`config.mk`:
```
export PLATFORM = sky130hd
export DESIGN_NAME = layer_sequencer
export DESIGN_NICKNAME = d
export VERILOG_FILES = /design/src/rtl/layer_sequencer_pkg.sv /design/src/rtl/layer_sequencer_desc_fifo.sv /design/src/rtl/layer_sequencer.sv
export SDC_FILE = /design/constraint.sdc
export NUM_CORES = 1
export LEC_CHECK = 0
export ABC_AREA = 1
export BUFFER_PORTS_ARGS = -buffer_cell sky130_fd_sc_hd__buf_2
export CORE_ASPECT_RATIO = 0.75
export CORE_MARGIN = 5
export CORE_UTILIZATION = 55
export CTS_BUF_LIST = sky130_fd_sc_hd__clkbuf_16
export CTS_CLUSTER_SIZE = 40
export DETAILED_ROUTE_END_ITERATION = 12
export GPL_ROUTABILITY_DRIVEN = 0
export PLACE_DENSITY = 0.76
export SETUP_SLACK_MARGIN = 0.4
export SYNTH_ARGS = -nofsm -noshare
export SYNTH_HDL_FRONTEND = slang
export SYNTH_HIERARCHICAL = 1
export SYNTH_SLANG_ARGS = --single-unit
```
`constraint.sdc`:
```
create_clock -name clk -period 3.2 [get_ports clk]
set_input_delay 0.32 -clock clk [delete_from_list [all_inputs] [get_ports clk]]
set_output_delay 0.32 -clock clk [all_outputs]
set_load 0.01 [all_outputs]
```
`src/rtl/layer_sequencer_pkg.sv`:
```
// Shared definitions for the layer sequencer: descriptor layout,
// operation codes and FSM state encodings.
package layer_sequencer_pkg;

    localparam int DESC_W  = 34;

    localparam int OP_MSB  = 33;
    localparam int OP_LSB  = 32;
    localparam int KER_MSB = 31;
    localparam int KER_LSB = 27;
    localparam int STR_MSB = 26;
    localparam int STR_LSB = 24;
    localparam int IN_MSB  = 23;
    localparam int IN_LSB  = 12;
    localparam int OUT_MSB = 11;
    localparam int OUT_LSB = 0;

    localparam logic [1:0] OP_POOL = 2'b10;

    // Field order matches the descriptor bit layout, so a cast is enough.
    typedef struct packed {
        logic [OP_MSB-OP_LSB:0]   op;
        logic [KER_MSB-KER_LSB:0] kernel;
        logic [STR_MSB-STR_LSB:0] stride;
        logic [IN_MSB-IN_LSB:0]   in_ch;
        logic [OUT_MSB-OUT_LSB:0] out_ch;
    } layer_cfg_t;

    typedef enum logic [2:0] {
        ST_IDLE   = 3'd0,
        ST_CONFIG = 3'd1,
        ST_LOADW  = 3'd2,
        ST_RUN    = 3'd3,
        ST_DONE   = 3'd4
    } seq_state_e;

endpackage

```
`src/rtl/layer_sequencer_desc_fifo.sv`:
```
// Descriptor queue: synchronous FIFO with occupancy count and a flush
// that empties it in one cycle, taking priority over push and pop.
module seq_desc_fifo #(
    parameter int DEPTH = 4,
    parameter int W     = 34
) (
    input  logic                     clk,
    input  logic                     rst,
    input  logic                     flush,
    input  logic                     push,
    input  logic [W-1:0]             wdata,
    input  logic                     pop,
    output logic [W-1:0]             rdata,
    output logic                     full,
    output logic                     empty,
    output logic [$clog2(DEPTH):0]   count
);

    localparam int AW = $clog2(DEPTH);
    localparam int CW = AW + 1;

    logic [W-1:0]  mem_q [DEPTH];
    logic [AW-1:0] wr_ptr_q, wr_ptr_d;
    logic [AW-1:0] rd_ptr_q, rd_ptr_d;
    logic [CW-1:0] count_q, count_d;
    logic          push_ok, pop_ok;

    assign full    = (count_q == CW'(DEPTH));
    assign empty   = (count_q == '0);
    assign count   = count_q;
    assign rdata   = mem_q[rd_ptr_q];
    assign push_ok = push && !full && !flush;
    assign pop_ok  = pop && !empty && !flush;

    // Next pointers and count; power-of-2 depth lets pointers wrap freely.
    always_comb begin
        wr_ptr_d = wr_ptr_q;
        rd_ptr_d = rd_ptr_q;
        count_d  = count_q;
        if (flush) begin
            wr_ptr_d = '0;
            rd_ptr_d = '0;
            count_d  = '0;
        end else begin
            if (push_ok) wr_ptr_d = wr_ptr_q + AW'(1);
            if (pop_ok)  rd_ptr_d = rd_ptr_q + AW'(1);
            if (push_ok && !pop_ok)      count_d = count_q + CW'(1);
            else if (pop_ok && !push_ok) count_d = count_q - CW'(1);
        end
    end

    // Pointer and count registers.
    always_ff @(posedge clk or posedge rst) begin
        if (rst) begin
            wr_ptr_q <= '0;
            rd_ptr_q <= '0;
            count_q  <= '0;
        end else begin
            wr_ptr_q <= wr_ptr_d;
            rd_ptr_q <= rd_ptr_d;
            count_q  <= count_d;
        end
    end

    // Storage; contents are don't-care until written.
    always_ff @(posedge clk) begin
        if (push_ok) mem_q[wr_ptr_q] <= wdata;
    end

endmodule

```
`src/rtl/layer_sequencer.sv`:
```
// Layer sequencer: queues layer descriptors and runs each one through
// config, weight load, compute and output drain without host polling.
module layer_sequencer
    import layer_sequencer_pkg::*;
#(
    parameter int DESC_DEPTH = 4,
    parameter int CNT_W      = 16
) (
    input  logic                          clk,
    input  logic                          rst,
    input  logic                          desc_valid,
    output logic                          desc_ready,
    input  logic [DESC_W-1:0]             desc_data,
    input  logic                          abort,
    output logic [1:0]                    operation,
    output logic [4:0]                    kernel_size,
    output logic [2:0]                    stride,
    output logic [11:0]                   input_channel_size,
    output logic [11:0]                   output_channel_size,
    output logic                          weight_load_start,
    input  logic                          write_weight_finish,
    output logic                          run_start,
    input  logic                          layer_finish,
    output logic                          layer_done,
    output logic                          busy,
    output logic [$clog2(DESC_DEPTH):0]   queue_count,
    output logic [CNT_W-1:0]              layers_retired
);

    seq_state_e        state_q, state_d;
    layer_cfg_t        cfg_q, cfg_d;
    logic              wls_q, wls_d;
    logic              rs_q, rs_d;
    logic              done_q, done_d;
    logic [CNT_W-1:0]  ret_q, ret_d;

    logic              fifo_full, fifo_empty, fifo_pop, fifo_push;
    logic [DESC_W-1:0] fifo_rdata;

    assign fifo_push = desc_valid && !fifo_full && !abort;

    seq_desc_fifo #(
        .DEPTH (DESC_DEPTH),
        .W     (DESC_W)
    ) u_fifo (
        .clk   (clk),
        .rst   (rst),
        .flush (abort),
        .push  (fifo_push),
        .wdata (desc_data),
        .pop   (fifo_pop),
        .rdata (fifo_rdata),
        .full  (fifo_full),
        .empty (fifo_empty),
        .count (queue_count)
    );

    // Next-state logic; abort overrides every transition and any finish.
    always_comb begin
        state_d  = state_q;
        cfg_d    = cfg_q;
        wls_d    = 1'b0;
        rs_d     = 1'b0;
        done_d   = 1'b0;
        ret_d    = ret_q;
        fifo_pop = 1'b0;
        if (abort) begin
            state_d = ST_IDLE;
        end else begin
            unique case (state_q)
                ST_IDLE: begin
                    if (!fifo_empty) begin
                        fifo_pop = 1'b1;
                        cfg_d    = layer_cfg_t'(fifo_rdata);
                        state_d  = ST_CONFIG;
                    end
                end
                ST_CONFIG: begin
                    if (cfg_q.op == OP_POOL) begin
                        state_d = ST_RUN;
                        rs_d    = 1'b1;
                    end else begin
                        state_d = ST_LOADW;
                        wls_d   = 1'b1;
                    end
                end
                ST_LOADW: begin
                    if (write_weight_finish) begin
                        state_d = ST_RUN;
                        rs_d    = 1'b1;
                    end
                end
                ST_RUN: begin
                    if (layer_finish) begin
                        state_d = ST_DONE;
                        done_d  = 1'b1;
                        ret_d   = ret_q + CNT_W'(1);
                    end
                end
                ST_DONE: state_d = ST_IDLE;
                default: state_d = ST_IDLE;
            endcase
        end
    end

    // State, held config and registered pulse outputs.
    always_ff @(posedge clk or posedge rst) begin
        if (rst) begin
            state_q <= ST_IDLE;
            cfg_q   <= '0;
            wls_q   <= 1'b0;
            rs_q    <= 1'b0;
            done_q  <= 1'b0;
            ret_q   <= '0;
        end else begin
            state_q <= state_d;
            cfg_q   <= cfg_d;
            wls_q   <= wls_d;
            rs_q    <= rs_d;
            done_q  <= done_d;
            ret_q   <= ret_d;
        end
    end

    assign desc_ready          = !fifo_full;
    assign operation           = cfg_q.op;
    assign kernel_size         = cfg_q.kernel;
    assign stride              = cfg_q.stride;
    assign input_channel_size  = cfg_q.in_ch;
    assign output_channel_size = cfg_q.out_ch;
    assign weight_load_start   = wls_q;
    assign run_start           = rs_q;
    assign layer_done          = done_q;
    assign busy                = (state_q != ST_IDLE);
    assign layers_retired      = ret_q;

endmodule

```
==> results of run 1 <==
flip-flops by register name (all words and copies together) (netlist names):
name and flops:
stride 3, operation 2, input_channel_size 12, u_fifo/rd_ptr_q 2, run_start 1, output_channel_size 12, kernel_size 5, layers_retired 16
weight_load_start 1, u_fifo/wr_ptr_q 2, u_fifo/count 3, state_q 3, layer_done 1, u_fifo/mem_q 136
worst max-delay path: cells and delay by family, from the launching register on:
kind / cells / cell delay [ns]
fa+ha+maj: 1 / 0.39
flops: 1 / 0.44
simple gates: 7 / 0.60
compound gates: 2 / 0.43
xor+xnor: 1 / 0.22
buf+inv: 3 / 0.37
cells in the mapped netlist, types with 2 or more instances:
library cell	count
nor2_1	86
nor3_1	2
o21ai_0	59
edfxtp_1	136
clkbuf_1	11
a21oi_1	4
inv_1	28
nand3_1	13
buf_6	3
inv_2	7
nor2_4	3
buf_4	2
ha_1	5
nor2_2	2
nand4_1	5
xor2_1	2
dfrtp_1	63
nand2_2	8
o21ai_1	16
buf_2	10
o22ai_1	34
xnor2_1	10
nand2_1	153
worst paths after layout:
kind	start	to	slack, ns	cells after the start
min in group asynchronous	rst	u_fifo/count[0]	0.40	3
worst max-delay path	u_fifo/count[2]	u_fifo/count[2]	0.65	14
max in group asynchronous	rst	output_channel_size[8]	1.81	4
worst min-delay path	desc_data[18]	u_fifo/mem_q[1][18]	0.10	1
worst min register to register	stride[2]	stride[2]	0.48	2
worst max register to register	u_fifo/count[2]	u_fifo/count[2]	0.65	14
layer usage:
metal / vias up / track usage, % / routed length, um
met2: 181 / 33.7 / 8060
met3: 20 / 5.22 / 1210
met4: 2 / 7.62 / 310
met1: 2569 / 28.5 / 7250
li1: 2514 / - / -
met5: - / 0 / 13
cell type report:
| cell class | count | area [um^2] |
|---|---|---|
| Multi-Input combinational cell | 411 | 2020 |
| Clock inverter | 13 | 68.8 |
| Antenna cell | 1 | 2.50 |
| Tap cell | 200 | 250 |
| Clock buffer | 19 | 475 |
| Inverter | 38 | 151 |
| Sequential cell | 199 | 5660 |
| Timing Repair Buffer | 106 | 556 |
| Fill cell | 1092 | 5120 |
cells by family after synthesis:
| kind of cell | Yosys count | synth area share, % |
|---|---|---|
| and+or+nand+nor | 275 | 14.5 |
| DFF | 199 | 71.2 |
| AOI/OAI and AO/OA | 118 | 8.28 |
| buffers and inverters | 65 | 3.65 |
| xor gates and xnor gates | 12 | 1.32 |
| adders and majority gates | 6 | 1.04 |
power by group through the flow:
| stage | registers (mW) | logic [mW] | clock network, mW |
|---|---|---|---|
| after CTS | 3.26 | 1.60 | 1.98 |
| after global routing | 3.29 | 1.78 | 2.09 |
| after global placement | 3.28 | 1.54 | 0 |
| after floorplan | 3.40 | 0.944 | 0 |
| final | 3.26 | 1.59 | 1.94 |
| after detailed placement | 3.30 | 1.58 | 0 |
timing repair:
item / in CTS / in global routing
endpoints found under the hold margin: 7 / 0
hold buffers: 1 / 0
resized for setup: 0 / 2
setup endpoints to repair: 0 / 1
==> impl_results.md, run 1 <==
* Clock buffer depth at 2
* Setup violators final at 0
* Count of state elements after synthesis at 199
* Drt via density at 5.36
* Max Cap Viol at 0
* Most common cell on crit path: nand2_1
* Yosys top cell area share at around half
* Final wirelength at ~17000 um
* Crit start category: register
* Fin util at approximately 64%
* Fin crit period at 2.55 ns
* Root buffer cell: clkbuf_16
* Arr. time, crit path at between 2 and 3 ns
* Fmax at 0.392 GHz
* Place WS at 0.588 ns
* Synth unique cells at 36
* Comb pwr share at 23.4%
* Cell Count, Final, Fillers Out at 987
* CTS HTree Levels at 4
* Worst VDD drop at 0.000424 V
* Status: completed
* Design area at 9190 um^2
* Post-DP HPWL at 10600 um
* Worst slew margin at between 20% and 30%
* Power Dens Cells at ~740 nW/um^2
* Most common cell after layout, fill and taps aside: nand2_1
* Largest area contributor in the netlist: edfxtp_1
* Overall Power at 6.78 mW
* First-pass GRT wire length at 27300 um
* Area contributors post-synth: edfxtp_1, dfrtp_1, nand2_1
* Clk pin slew, worst setup/hold paths at approximately 0.070 ns
* P&R area growth vs syn at 15.7%
* Mapped Cells at 675
* P_leak at 3.88 nW
* Smallest hold slack at 0.101 ns
* Sw power at 2.09 mW
* Routed vias at 5286
* Critical path class: register to register
* Die area at ~17000 um^2
* Worst hold path type: input port to register
* Layout cell share with drive strength beyond 1 at around a fifth
* Core area at 14300 um^2
* Pint at 4.69 mW
* DP Cell Count at roughly 950
* Nets at 819
* Vias in the first global route at 5319
* Fin Clk Skew at 0.0103 ns
* Tcrit/Tclk final at 79.6%
* Sequential area share after synthesis at a little under three quarters
* Initial antenna violation count at 1
* Clock sinks at 199
* Clk_lat worst skew at 0.43 ns
* Number of synthesized flops with an enable pin at 136
* Routed len/inst at 17.1 um
* Number of top-level pins at 98
* Main synth FF type: edfxtp_1
* Die height at 114 um
* Drt drc at 0
* Drt initial violations at 592
* Actual slew at the worst max-slew pin at around 1.1 ns
* Final hold viol count at 0
* Initial Util at 55.5%
* Syn Nets at 721
* Remaining Overflow, GRT at 0
* Synth Warn # at 6
* CP cell instances: inv_2 > nand2_1 > inv_1 > nor2_2 > nand2_2 > inv_8 > a21boi_4 > nor2_1 > fa_1 > xnor2_1 > o21bai_1 > nand2_1 > nand2_1 > nand2_1
* Area after DPL at 8630 um^2
* Port Buffers at 97
* Total CTS buffers at 17
* Max Slew Vio Count at 0
* Final setup TNS at 0 ns
* Critical Path RT at 3.52 ns
* CP max stage delay at 0.44 ns
* Avg Cell Area, Syn at 11.8 um^2
* Post-CTS Setup Bufs at 0
* First drt pass iteration count at 5
* Clock group share of total power at 28.6%
* CP max-delay cell: dfrtp_1
* Synth Cell Area at a little under 8000 um^2
* CP endpoint kind: register
* Final ANT Viol Nets at 0
* Worst Slack Setup Final at between 0.6 and 0.7 ns
* Unrepaired setup endpoints after global routing: false
* Switching part of the total at 30.9%
* Sequential power share at 48.0%
* Highest-count cells in the layout ignoring fill and taps: nand2_1, edfxtp_1, buf_2, nor2_1, dfrtp_1
* Die span in x at 149 um
* Pin count of the biggest net entering global routing at 70
* Gr usage total at about a fifth
* Post-synth ARST share at 31.7%
* CP Max Fanout at 37
* CTS tree: yes
* Number of core rows at 38
(Power assumes the default switching activity.)
==> run 2, diff against run 1 <==
--- a/config.mk
+++ b/config.mk
@@ -9,12 +9,12 @@
 export BUFFER_PORTS_ARGS = -buffer_cell sky130_fd_sc_hd__buf_2
 export CORE_ASPECT_RATIO = 0.75
 export CORE_MARGIN = 5
-export CORE_UTILIZATION = 55
+export CORE_UTILIZATION = 52
 export CTS_BUF_LIST = sky130_fd_sc_hd__clkbuf_16
 export CTS_CLUSTER_SIZE = 40
 export DETAILED_ROUTE_END_ITERATION = 12
 export GPL_ROUTABILITY_DRIVEN = 0
-export PLACE_DENSITY = 0.76
+export PLACE_DENSITY = 0.75
 export SETUP_SLACK_MARGIN = 0.4
 export SYNTH_ARGS = -nofsm -noshare
 export SYNTH_HDL_FRONTEND = slang
==> constraint.sdc (replaced) <==
create_clock -name clk -period 2.3 [get_ports clk]
set_input_delay 0.23 -clock clk [delete_from_list [all_inputs] [get_ports clk]]
set_output_delay 0.23 -clock clk [all_outputs]
set_load 0.01 [all_outputs]
==> run 2 against run 1 <==
Register-to-register slack got worse by 0.49 ns. Sequential share of layout area is 3.0 points lower. Via count rose by 4.2%. Critical path type unchanged. Largest cell class unchanged.
==> impl_results.md, run 2 (synthesized netlist as in run 1, its figures left out) <==
* Status: completed (unchanged)
* Clock buffer depth at 2 (unchanged)
* Clk pin slew, worst setup/hold paths at 0.07 ns (about the same)
* Antenna diodes at 0 (was 1)
* Reg2Reg Depth at 14 (unchanged)
* Nets at 847 (was 819)
* First-pass GRT wire length at 28400 um (was 27300 um)
* Worst hold path type: input port to register (unchanged)
* Routed vias at 5507 (was 5286)
* Vias in the first global route at 5582 (was 5319)
* Tcrit/Tclk final at 93.1% (was 79.6%)
* Crit start category: register (unchanged)
* R2r setup slk at 0.16 ns (was 0.65 ns)
* Arr. time, crit path at 2.46 ns (was 2.86 ns)
* Number of core rows at 39 (was 38)
* Drt initial violations at 368 (was 592)
* Setup violators final at 0 (unchanged)
* Worst Hold Endpoint: u_fifo/mem_q[0][3] (was u_fifo/mem_q[1][18])
* Drt drc at 0 (unchanged)
* Final ANT Viol Nets at 0 (unchanged)
* CP max-delay cell: dfrtp_1 (unchanged)
* Fmax at 0.467 GHz (was 0.392 GHz)
* Initial Util at 52.5% (was 55.5%)
* Hold Crit Start: desc_data[3] (was desc_data[18])
* CTS HTree Levels at 4 (unchanged)
* CP max stage delay at 0.41 ns (was 0.44 ns)
* Critical path class: register to register (unchanged)
* Routed len/inst at 17.7 um (was 17.1 um)
* Post-DP HPWL at 10800 um (was 10600 um)
* First drt pass iteration count at 5 (unchanged)
* Final hold viol count at 0 (unchanged)
* Design area at 9660 um^2 (was 9190 um^2)
* Initial antenna violation count at 0 (was 1)
* Remaining Overflow, GRT at 0 (unchanged)
* Final wirelength at 18000 um (was 16900 um)
* P_leak at 4.07 nW (was 3.88 nW)
* CP cell instances: nor2_4 > nand2_2 > inv_2 > nor2_4 > nand2_2 > inv_4 > a21boi_4 > nor2_4 > fa_2 > xnor2_2 > o21bai_1 > nand2_1 > nand2_1 > nand2_1 (was inv_2 > nand2_1 > inv_1 > nor2_2 > nand2_2 > inv_8 > a21boi_4 > nor2_1 > fa_1 > xnor2_1 > o21bai_1 > nand2_1 > nand2_1 > nand2_1)
* Actual slew at the worst max-slew pin at 0.653 ns (was 1.14 ns)
* Most common cell after layout, fill and taps aside: nand2_1 (unchanged)
* Die area at 17900 um^2 (was 17000 um^2)
* Fin crit period at 2.14 ns (was 2.55 ns)
* Layout cell share with drive strength beyond 1 at 25.4% (was 20.6%)
* Area after DPL at 8730 um^2 (was 8630 um^2)
* CP Max Fanout at 3 (was 37)
* CP endpoint kind: register (unchanged)
* Critical Path RT at 2.62 ns (was 3.52 ns)
* Crit path max-delay family: simple AND/OR/NAND/NOR gates (unchanged)
* Max Cap Viol at 0 (unchanged)
* Top reg by flops: u_fifo/mem_q (unchanged)
* Power Dens Cells at 1040 nW/um^2 (was 738 nW/um^2)
* Number of top-level pins at 98 (unchanged)
* Worst R2R Start: u_fifo/count[1] (was u_fifo/count[2])
* Clk_lat worst skew at 0.44 ns (was 0.43 ns)
* P&R area growth vs syn at 21.6% (was 15.7%)
* Clock sinks at 199 (unchanged)
* Root buffer cell: clkbuf_16 (unchanged)
* Die span in x at 153 um (was 149 um)
* Reg-to-reg endpoint: u_fifo/count[2] (unchanged)
* Unrepaired setup endpoints after global routing: true (was false)
* Hold-critical path depth at 1 (unchanged)
* Bufs and invs on worst path at 2 (was 3)
* Drt via density at 5.40 (was 5.36)
* Gr usage total at 20.3% (was 21.0%)
* Core area at 15100 um^2 (was 14300 um^2)
* Fin Clk Skew at 0.00778 ns (was 0.0103 ns)
* Final setup TNS at 0 ns (unchanged)
* Worst Setup SP: u_fifo/count[1] (was u_fifo/count[2])
* Total CTS buffers at 17 (unchanged)
* CTS tree: yes (unchanged)
* Max Slew Vio Count at 0 (unchanged)
* Port Buffers at 97 (unchanged)
* Worst slew margin at 56.5% (was 23.8%)
* Pin count of the biggest net entering global routing at 70 (unchanged)
* Max reg flops at 136 (unchanged)
* Worst VDD drop at 0.000618 V (was 0.000424 V)
* Die height at 117 um (was 114 um)
* Highest-count cells in the layout ignoring fill and taps: nand2_1, edfxtp_1, buf_2, nor2_1 (was nand2_1, edfxtp_1, buf_2, nor2_1, dfrtp_1)
==> run 2: layer usage <==
| layer | GRT usage, % | up-vias | routed length (um) |
|---|---|---|---|
| li1 | - | 2571 | - |
| met1 | 27.1 | 2683 | 7540 |
| met2 | 33.1 | 212 | 8910 |
| met3 | 4.59 | 41 | 1140 |
| met4 | 8.07 | 0 | 402 |
| met5 | 0 | - | 0 |
==> run 2: final cells by class <==
cell class | count | area [um^2]
Fill cell | 1101 | 5460
Clock buffer | 17 | 425
Tap cell | 205 | 256
Timing Repair Buffer | 134 | 956
Clock inverter | 15 | 156
Inverter | 38 | 146
Sequential cell | 199 | 5670
Multi-Input combinational cell | 411 | 2060
==> run 2: worst reg2reg max path: stages (launching register included) <==
cell      delay, ns
dfrtp_1        0.41
nor2_4         0.08
nand2_2        0.10
inv_2          0.06
nor2_4         0.11
nand2_2        0.08
inv_4          0.06
a21boi_4       0.20
nor2_4         0.05
fa_2           0.35
xnor2_2        0.20
o21bai_1       0.15
nand2_1        0.08
nand2_1        0.06
nand2_1        0.05
==> run 2: report_power, final <==
| part | internal [mW] | switching (mW) | leakage (nW) |
|---|---|---|---|
| sequential | 4.27 | 0.243 | 2.03 |
| clock | 1.61 | 1.32 | 0.282 |
| combinational | 0.979 | 1.59 | 1.76 |
==> run 2: through the flow <==
step                      hold slack (ns)  std cells  utilization [%]  setup slack [ns]  power, mW
after CTS                        0.000125       1007             62.7             0.222       9.89
after global placement              0.203        966             57.7             0.261       6.77
after floorplan                    0.0333        675                -            0.0700       6.07
after detailed placement            0.206        966             57.7            0.0968       6.87
final                              0.0132       1019             63.9             0.159       10.0
after global routing             -0.00389       1019             63.9            0.0763       10.6
==> run 2: worst max-delay path by stage <==
stage | end | slack, ns | cells past startpoint
global placement | u_fifo/count[2] | 0.26 | 14
detailed placement | u_fifo/count[2] | 0.1 | 13
global route | u_fifo/count[2] | 0.08 | 14
CTS | u_fifo/count[2] | 0.22 | 13
finish | u_fifo/count[2] | 0.16 | 14
floorplan | u_fifo/count[2] | 0.07 | 14
==> run 2: timing repair <==
action                                  4_1_cts  5_1_grt
resized for setup                            19       14
hold buffers                                  1        1
endpoints found under the setup margin       96      139
cloned                                        1        2
pin swaps                                     7        8
buffers inserted                              7        9
hold endpoints to repair                     26        3
